[config.mk]
export PLATFORM = sky130hd
export DESIGN_NAME = pc_seq
export DESIGN_NICKNAME = d
export VERILOG_FILES = /design/src/rtl/pc_seq_pkg.sv /design/src/rtl/pc_seq_npc_sel.sv /design/src/rtl/pc_seq.sv
export SDC_FILE = /design/constraint.sdc
export NUM_CORES = 1
export LEC_CHECK = 0
export BUFFER_PORTS_ARGS = -buffer_cell sky130_fd_sc_hd__buf_2
export CAP_MARGIN = 20
export CORE_UTILIZATION = 40
export DETAILED_ROUTE_END_ITERATION = 6
export PLACE_DENSITY = 0.67
export RECOVER_POWER = 25
export REMOVE_ABC_BUFFERS = 1
export SLEW_MARGIN = 20
export SYNTH_ARGS = -nofsm -noshare
export SYNTH_HDL_FRONTEND = slang
export SYNTH_SLANG_ARGS = --single-unit
[constraint.sdc]
create_clock -name clk -period 6.7 [get_ports clk]
set_clock_uncertainty 0.2 [all_clocks]
set_input_delay 1.34 -clock clk [delete_from_list [all_inputs] [get_ports clk]]
set_output_delay 1.34 -clock clk [all_outputs]
set_load 0.005 [all_outputs]
[src/rtl/pc_seq_pkg.sv]
`default_nettype none
// ============================================================================
// Module      : pc_seq_pkg
// Description : Shared next-PC select codes, FSM states and address defaults
//               for the fetch-stage PC sequencer.
// Revision    : 1.0 - initial release
// ============================================================================
package pc_seq_pkg;

    localparam logic [2:0] NPC_PC4 = 3'd0;
    localparam logic [2:0] NPC_B   = 3'd1;
    localparam logic [2:0] NPC_JAL = 3'd2;
    localparam logic [2:0] NPC_RS  = 3'd3;
    localparam logic [2:0] NPC_RT  = 3'd4;

    typedef enum logic [1:0] {
        RUN   = 2'd0,
        HOLD  = 2'd1,
        FLUSH = 2'd2
    } state_e;

    localparam logic [31:0] RESET_PC_DEFAULT = 32'h0000_3000;
    localparam logic [31:0] EXC_VEC_DEFAULT  = 32'h0000_4180;
    localparam int          CNT_W_DEFAULT    = 16;

endpackage : pc_seq_pkg
`default_nettype wire

[src/rtl/pc_seq_npc_sel.sv]
`default_nettype none
// ============================================================================
// Module      : pc_seq_npc_sel
// Description : Combinational next-PC target mux driven by the D-stage select.
// Revision    : 1.0 - initial release
// ============================================================================
module pc_seq_npc_sel
    import pc_seq_pkg::*;
(
    input  logic [31:0] pc_f,
    input  logic [2:0]  pcsrc,
    input  logic        judge,
    input  logic [31:0] e32_d,
    input  logic [25:0] instr_idx,
    input  logic [31:0] v1,
    input  logic [31:0] v2,
    output logic [31:0] npc
);

    logic [31:0] pc4;

    assign pc4 = pc_f + 32'd4;

    always_comb begin
        npc = pc4;
        case (pcsrc)
            NPC_B:   npc = judge ? (pc_f + e32_d) : pc4;
            NPC_JAL: npc = {pc_f[31:28], instr_idx, 2'b00};
            NPC_RS:  npc = v1;
            NPC_RT:  npc = v2;
            default: npc = pc4;
        endcase
    end

endmodule : pc_seq_npc_sel
`default_nettype wire

[src/rtl/pc_seq.sv]
`default_nettype none
// ============================================================================
// Module      : pc_seq
// Description : Fetch-stage PC register, EPC, redirect/flush FSM and
//               saturating stall-cycle counter.
// Revision    : 1.0 - initial release
// ============================================================================
module pc_seq
    import pc_seq_pkg::*;
#(
    parameter logic [31:0] RESET_PC = RESET_PC_DEFAULT,
    parameter logic [31:0] EXC_VEC  = EXC_VEC_DEFAULT,
    parameter int          CNT_W    = CNT_W_DEFAULT
) (
    input  logic             clk,
    input  logic             reset,
    input  logic             stall,
    input  logic [2:0]       pcsrc,
    input  logic             judge,
    input  logic [31:0]      e32_d,
    input  logic [25:0]      instr_idx,
    input  logic [31:0]      v1,
    input  logic [31:0]      v2,
    input  logic             exc_req,
    input  logic [31:0]      epc_in,
    input  logic             eret_req,
    output logic [31:0]      pc_f,
    output logic [31:0]      epc,
    output logic             fetch_valid,
    output logic             redirect,
    output logic             exc_flush,
    output logic [CNT_W-1:0] stall_cnt
);

    logic [31:0]      pc_q, pc_d;
    logic [31:0]      epc_q, epc_d;
    state_e           state_q, state_d;
    logic             fetch_valid_q, fetch_valid_d;
    logic             exc_flush_q, exc_flush_d;
    logic [CNT_W-1:0] stall_cnt_q, stall_cnt_d;
    logic [31:0]      npc;

    pc_seq_npc_sel u_npc_sel (
        .pc_f      (pc_q),
        .pcsrc     (pcsrc),
        .judge     (judge),
        .e32_d     (e32_d),
        .instr_idx (instr_idx),
        .v1        (v1),
        .v2        (v2),
        .npc       (npc)
    );

    // Exception beats eret beats stall beats normal sequencing.
    always_comb begin
        pc_d        = pc_q;
        epc_d       = epc_q;
        state_d     = state_q;
        stall_cnt_d = stall_cnt_q;
        if (exc_req) begin
            pc_d    = EXC_VEC;
            epc_d   = epc_in;
            state_d = FLUSH;
        end else if (eret_req) begin
            pc_d    = epc_q;
            state_d = FLUSH;
        end else if (stall) begin
            state_d = HOLD;
            if (stall_cnt_q != {CNT_W{1'b1}}) begin
                stall_cnt_d = stall_cnt_q + CNT_W'(1);
            end
        end else begin
            pc_d    = npc;
            state_d = RUN;
        end
        fetch_valid_d = (state_d != FLUSH);
        exc_flush_d   = (state_d == FLUSH);
    end

    always_ff @(posedge clk or posedge reset) begin
        if (reset) begin
            pc_q          <= RESET_PC;
            epc_q         <= 32'd0;
            state_q       <= RUN;
            fetch_valid_q <= 1'b0;
            exc_flush_q   <= 1'b0;
            stall_cnt_q   <= '0;
        end else begin
            pc_q          <= pc_d;
            epc_q         <= epc_d;
            state_q       <= state_d;
            fetch_valid_q <= fetch_valid_d;
            exc_flush_q   <= exc_flush_d;
            stall_cnt_q   <= stall_cnt_d;
        end
    end

    assign redirect = (state_q != FLUSH) && !stall &&
                      ((pcsrc == NPC_JAL) || (pcsrc == NPC_RS) || (pcsrc == NPC_RT) ||
                       ((pcsrc == NPC_B) && judge));

    assign pc_f        = pc_q;
    assign epc         = epc_q;
    assign fetch_valid = fetch_valid_q;
    assign exc_flush   = exc_flush_q;
    assign stall_cnt   = stall_cnt_q;

endmodule : pc_seq
`default_nettype wire
==> results.md <==
* Status: complete, but fails checks
* Failing checks: max-capacitance violations, max-slew violations
* Setup Buffers After CTS at 0
* Setup Crit Path Kind: input port to output pin
* Max IR drop VDD at roughly 0.12 mV
* Critical path's slowest cell: buf_2
* Final WS setup at ~2200 ps
* Vias per cell at about 5.8
* Worst Max-Slew Pin Slew at approximately 1600 ps
* Final slew viol count at 34
* Filler instances at ~1700
* Worst Hold Launch: stall_cnt[12]
* Endpoint class of the critical path: output pin
* FFs w/ async S/R, synth at 100%
* Worst reg2reg endpoint: pc_f[25]
* Yosys warnings at 0
* Port bufs at ~250
* Setup slack, reg-to-reg at ~3400 ps
* Nets at between 1000 and 1500
* CP Launch Point: pcsrc[0]
* RSZ-0062 raised after global routing: no
* Worst Hold End: stall_cnt[12]
* Hold slack at just under 300 ps
* Synth Instances at 801
* 1st-iter DRT viols at 533
* Final hold violation count at 0
* Antenna viol nets, final at 0
* Die footprint at around 18000 um^2
* First-pass GRT wire length at roughly 38000 um
* Finished Cell Area at roughly 8500 um^2
* Dpl hpwl at between 15000 and 20000 um
* First-pass DRT Iterations at 5
* Share of cells above drive strength 1 at between 30 and 40%
* Sequential fraction of the synthesis area at a little under a third
* Final min period at around 4500 ps
* Library cells used by synthesis at 70
* Hold_buf cts at 0
* Period utilization at between 60% and 70%
* CP max FO at 35
* Via count of the routed design at between 7000 and 8000
* Crit-path cells: buf_2, nor2_1, and2_1, buf_4, nor2_1, nor3_1, buf_2
* Synth Area per Inst at about 8.5 um^2
* # Max-Cap Violations at 1
* GRT Residual Overflow at 0
* Worst path depth at 7
* Rel. slew slack at -5.64%
* Seq cells post-synth at 83
* Delay-heaviest family, CP: buffers and inverters
* Min-delay worst type: flip-flop to flip-flop
* Htree depth at 3
* Clock buffer count from CTS at 9
* Fmax at approximately 0.22 GHz
* Row count at 47
* Overall Global Routing Usage at between 20% and 30%
* CTS max path bufs at 2
* Main synth FF type: dfrtp_1
* Drt drc at 0
* Power per cell area at between 150 and 200 nW/um^2
* Final WL at between 20000 and 25000 um
* Dpl cell area at about 8200 um^2
* Launching point of the worst reg2reg path: pc_f[4]
* Drt wl/cell at about 19 um
* Clock Latency Late Sink at roughly 360 ps
* Vias in the first global route at 7114
* Utilization after layout at about half
* DIE WIDTH at ~130 um
* Root Buffer: clkbuf_16
* CP Buf/Inv Count at 3
* Post-Synthesis Cell Area at about 6800 um^2
* Initial antenna violation count at 3
* Area grow syn2layout at 24.9%
* Gp weighted congestion at ~0.9
* Crit path launch type: input port
* IO Pins at about 250
* Area of the core at about 17000 um^2
* Final setup fails at 0
* Place WS at between 2000 and 2500 ps
* Die Ht at around 130 um
* Max stage delay on crit path at about 700 ps
* Worst-path clk slew at 80 ps
* Sink Count at between 80 and 90
* Worst path arrival time at around 3000 ps
* Starting density of the core at roughly two fifths
* Post-synth EDFFs at 0
* CP required at slightly above 5000 ps
* LEAKAGE at between 3 and 4 nW
* Largest net degree at the start of global routing at 52
* CTS tree: yes
* # resized after CTS at 0
* Fin Setup TNS at 0 ps
* Hold Path Stages at 1
* Reg2reg path depth at 9
==> placed cells by master (no fill, tap or decap), types with 4 or more instances in the layout <==
cell type,count
nand2_1,56
inv_1,17
nand3_1,28
buf_4,10
a21o_1,10
and3_1,6
nor4_1,4
o21a_1,14
clkbuf_16,9
a21oi_1,80
o21bai_1,4
or3_1,7
ha_1,33
dfrtp_1,81
and2_1,9
buf_2,237
mux2_2,34
o21ai_0,35
o31ai_1,6
nor2b_1,6
xnor2_1,31
mux2i_1,29
a31oi_1,7
xor2_1,29
a2111oi_0,8
o221ai_1,8
a221oi_1,17
nand4_1,18
clkbuf_1,8
nor3_1,16
o211ai_1,11
nor2_1,86
==> sequential cells by signal, indices dropped and copies added, names as in the netlist <==
register,cells
epc,32
exc_flush,1
fetch_valid,1
pc_f,32
stall_cnt,16
state_q,1
==> cell usage after synthesis (6+ instances only) <==
cell	n	area share, %
nor2_1	86	4.7
dfrtp_1	81	30
a21oi_1	80	5.9
nand2_1	56	3.1
o21ai_0	35	2.6
mux2_2	34	5.6
ha_1	33	6.0
clkbuf_1	31	1.7
xnor2_1	31	4.0
mux2i_1	29	4.2
xor2_1	29	3.7
nand3_1	28	2.0
inv_1	18	0.99
nand4_1	18	1.6
a221oi_1	17	2.2
nor3_1	17	1.2
o21a_1	14	1.5
o211ai_1	11	1.2
a21o_1	10	1.1
and2_1	9	0.82
a2111oi_0	8	1.0
buf_2	8	0.59
o221ai_1	8	1.0
a31oi_1	7	0.64
or3_1	7	0.64
and3_1	6	0.55
nor2b_1	6	0.55
o31ai_1	6	0.66
==> through the flow <==
step,cells,total power [mW]
3_3_place_gp,1233,1.18
4_1_cts,1249,1.71
3_5_place_dp,1233,1.18
2_1_floorplan,758,0.947
6_report,1252,1.71
5_1_grt,1252,1.79
==> how the worst max path moves through the flow <==
| stage | to |
|---|---|
| after floorplan | redirect |
| after global placement | redirect |
| after detailed placement | redirect |
| after CTS | redirect |
| after global routing | redirect |
| final | redirect |
==> cell families (layout without fill, tap and decap cells) <==
logic type / Yosys count / in the layout / synth area share (%)
multiplexers: 63 / 63 / 9.84
other: 0 / 3 / 0
adder cells (fa/ha/maj): 34 / 34 / 6.33
flip-flops: 83 / 83 / 30.4
AO/OA/AOI/OAI: 247 / 247 / 24.6
buffers and inverters: 61 / 289 / 3.60
AND/OR/NAND/NOR: 253 / 253 / 17.6
XOR/XNOR: 60 / 60 / 7.68
==> where the power goes <==
group / leakage [nW] / internal, mW / total, mW / switching (mW)
logic: 2.79 / 0.245 / 0.554 / 0.309
clock network: 0.149 / 0.266 / 0.525 / 0.258
registers: 1.02 / 0.553 / 0.627 / 0.0739
total: 3.96 / 1.06 / 1.71 / 0.641
==> final cells by class <==
class	instances	area, um^2	share of cell area [%]
Timing Repair Buffer	255	1290	15.1
Sequential cell	83	2080	24.3
Clock inverter	7	76.3	0.893
Multi-Input combinational cell	657	4520	52.9
Tap cell	220	275	3.22
Antenna cell	3	7.51	0.0879
Clock buffer	9	225	2.64
Inverter	18	68.8	0.806
==> routing by layer <==
| layer | track usage (%) | wire length [um] | vias to the layer above |
|---|---|---|---|
| li1 | - | - | 3452 |
| met1 | 37.2 | 10600 | 3434 |
| met2 | 44.1 | 11100 | 344 |
| met3 | 4.83 | 1960 | 47 |
| met4 | 11.4 | 713 | 0 |
| met5 | 0 | 0 | - |
(Power assumes the default switching activity.)
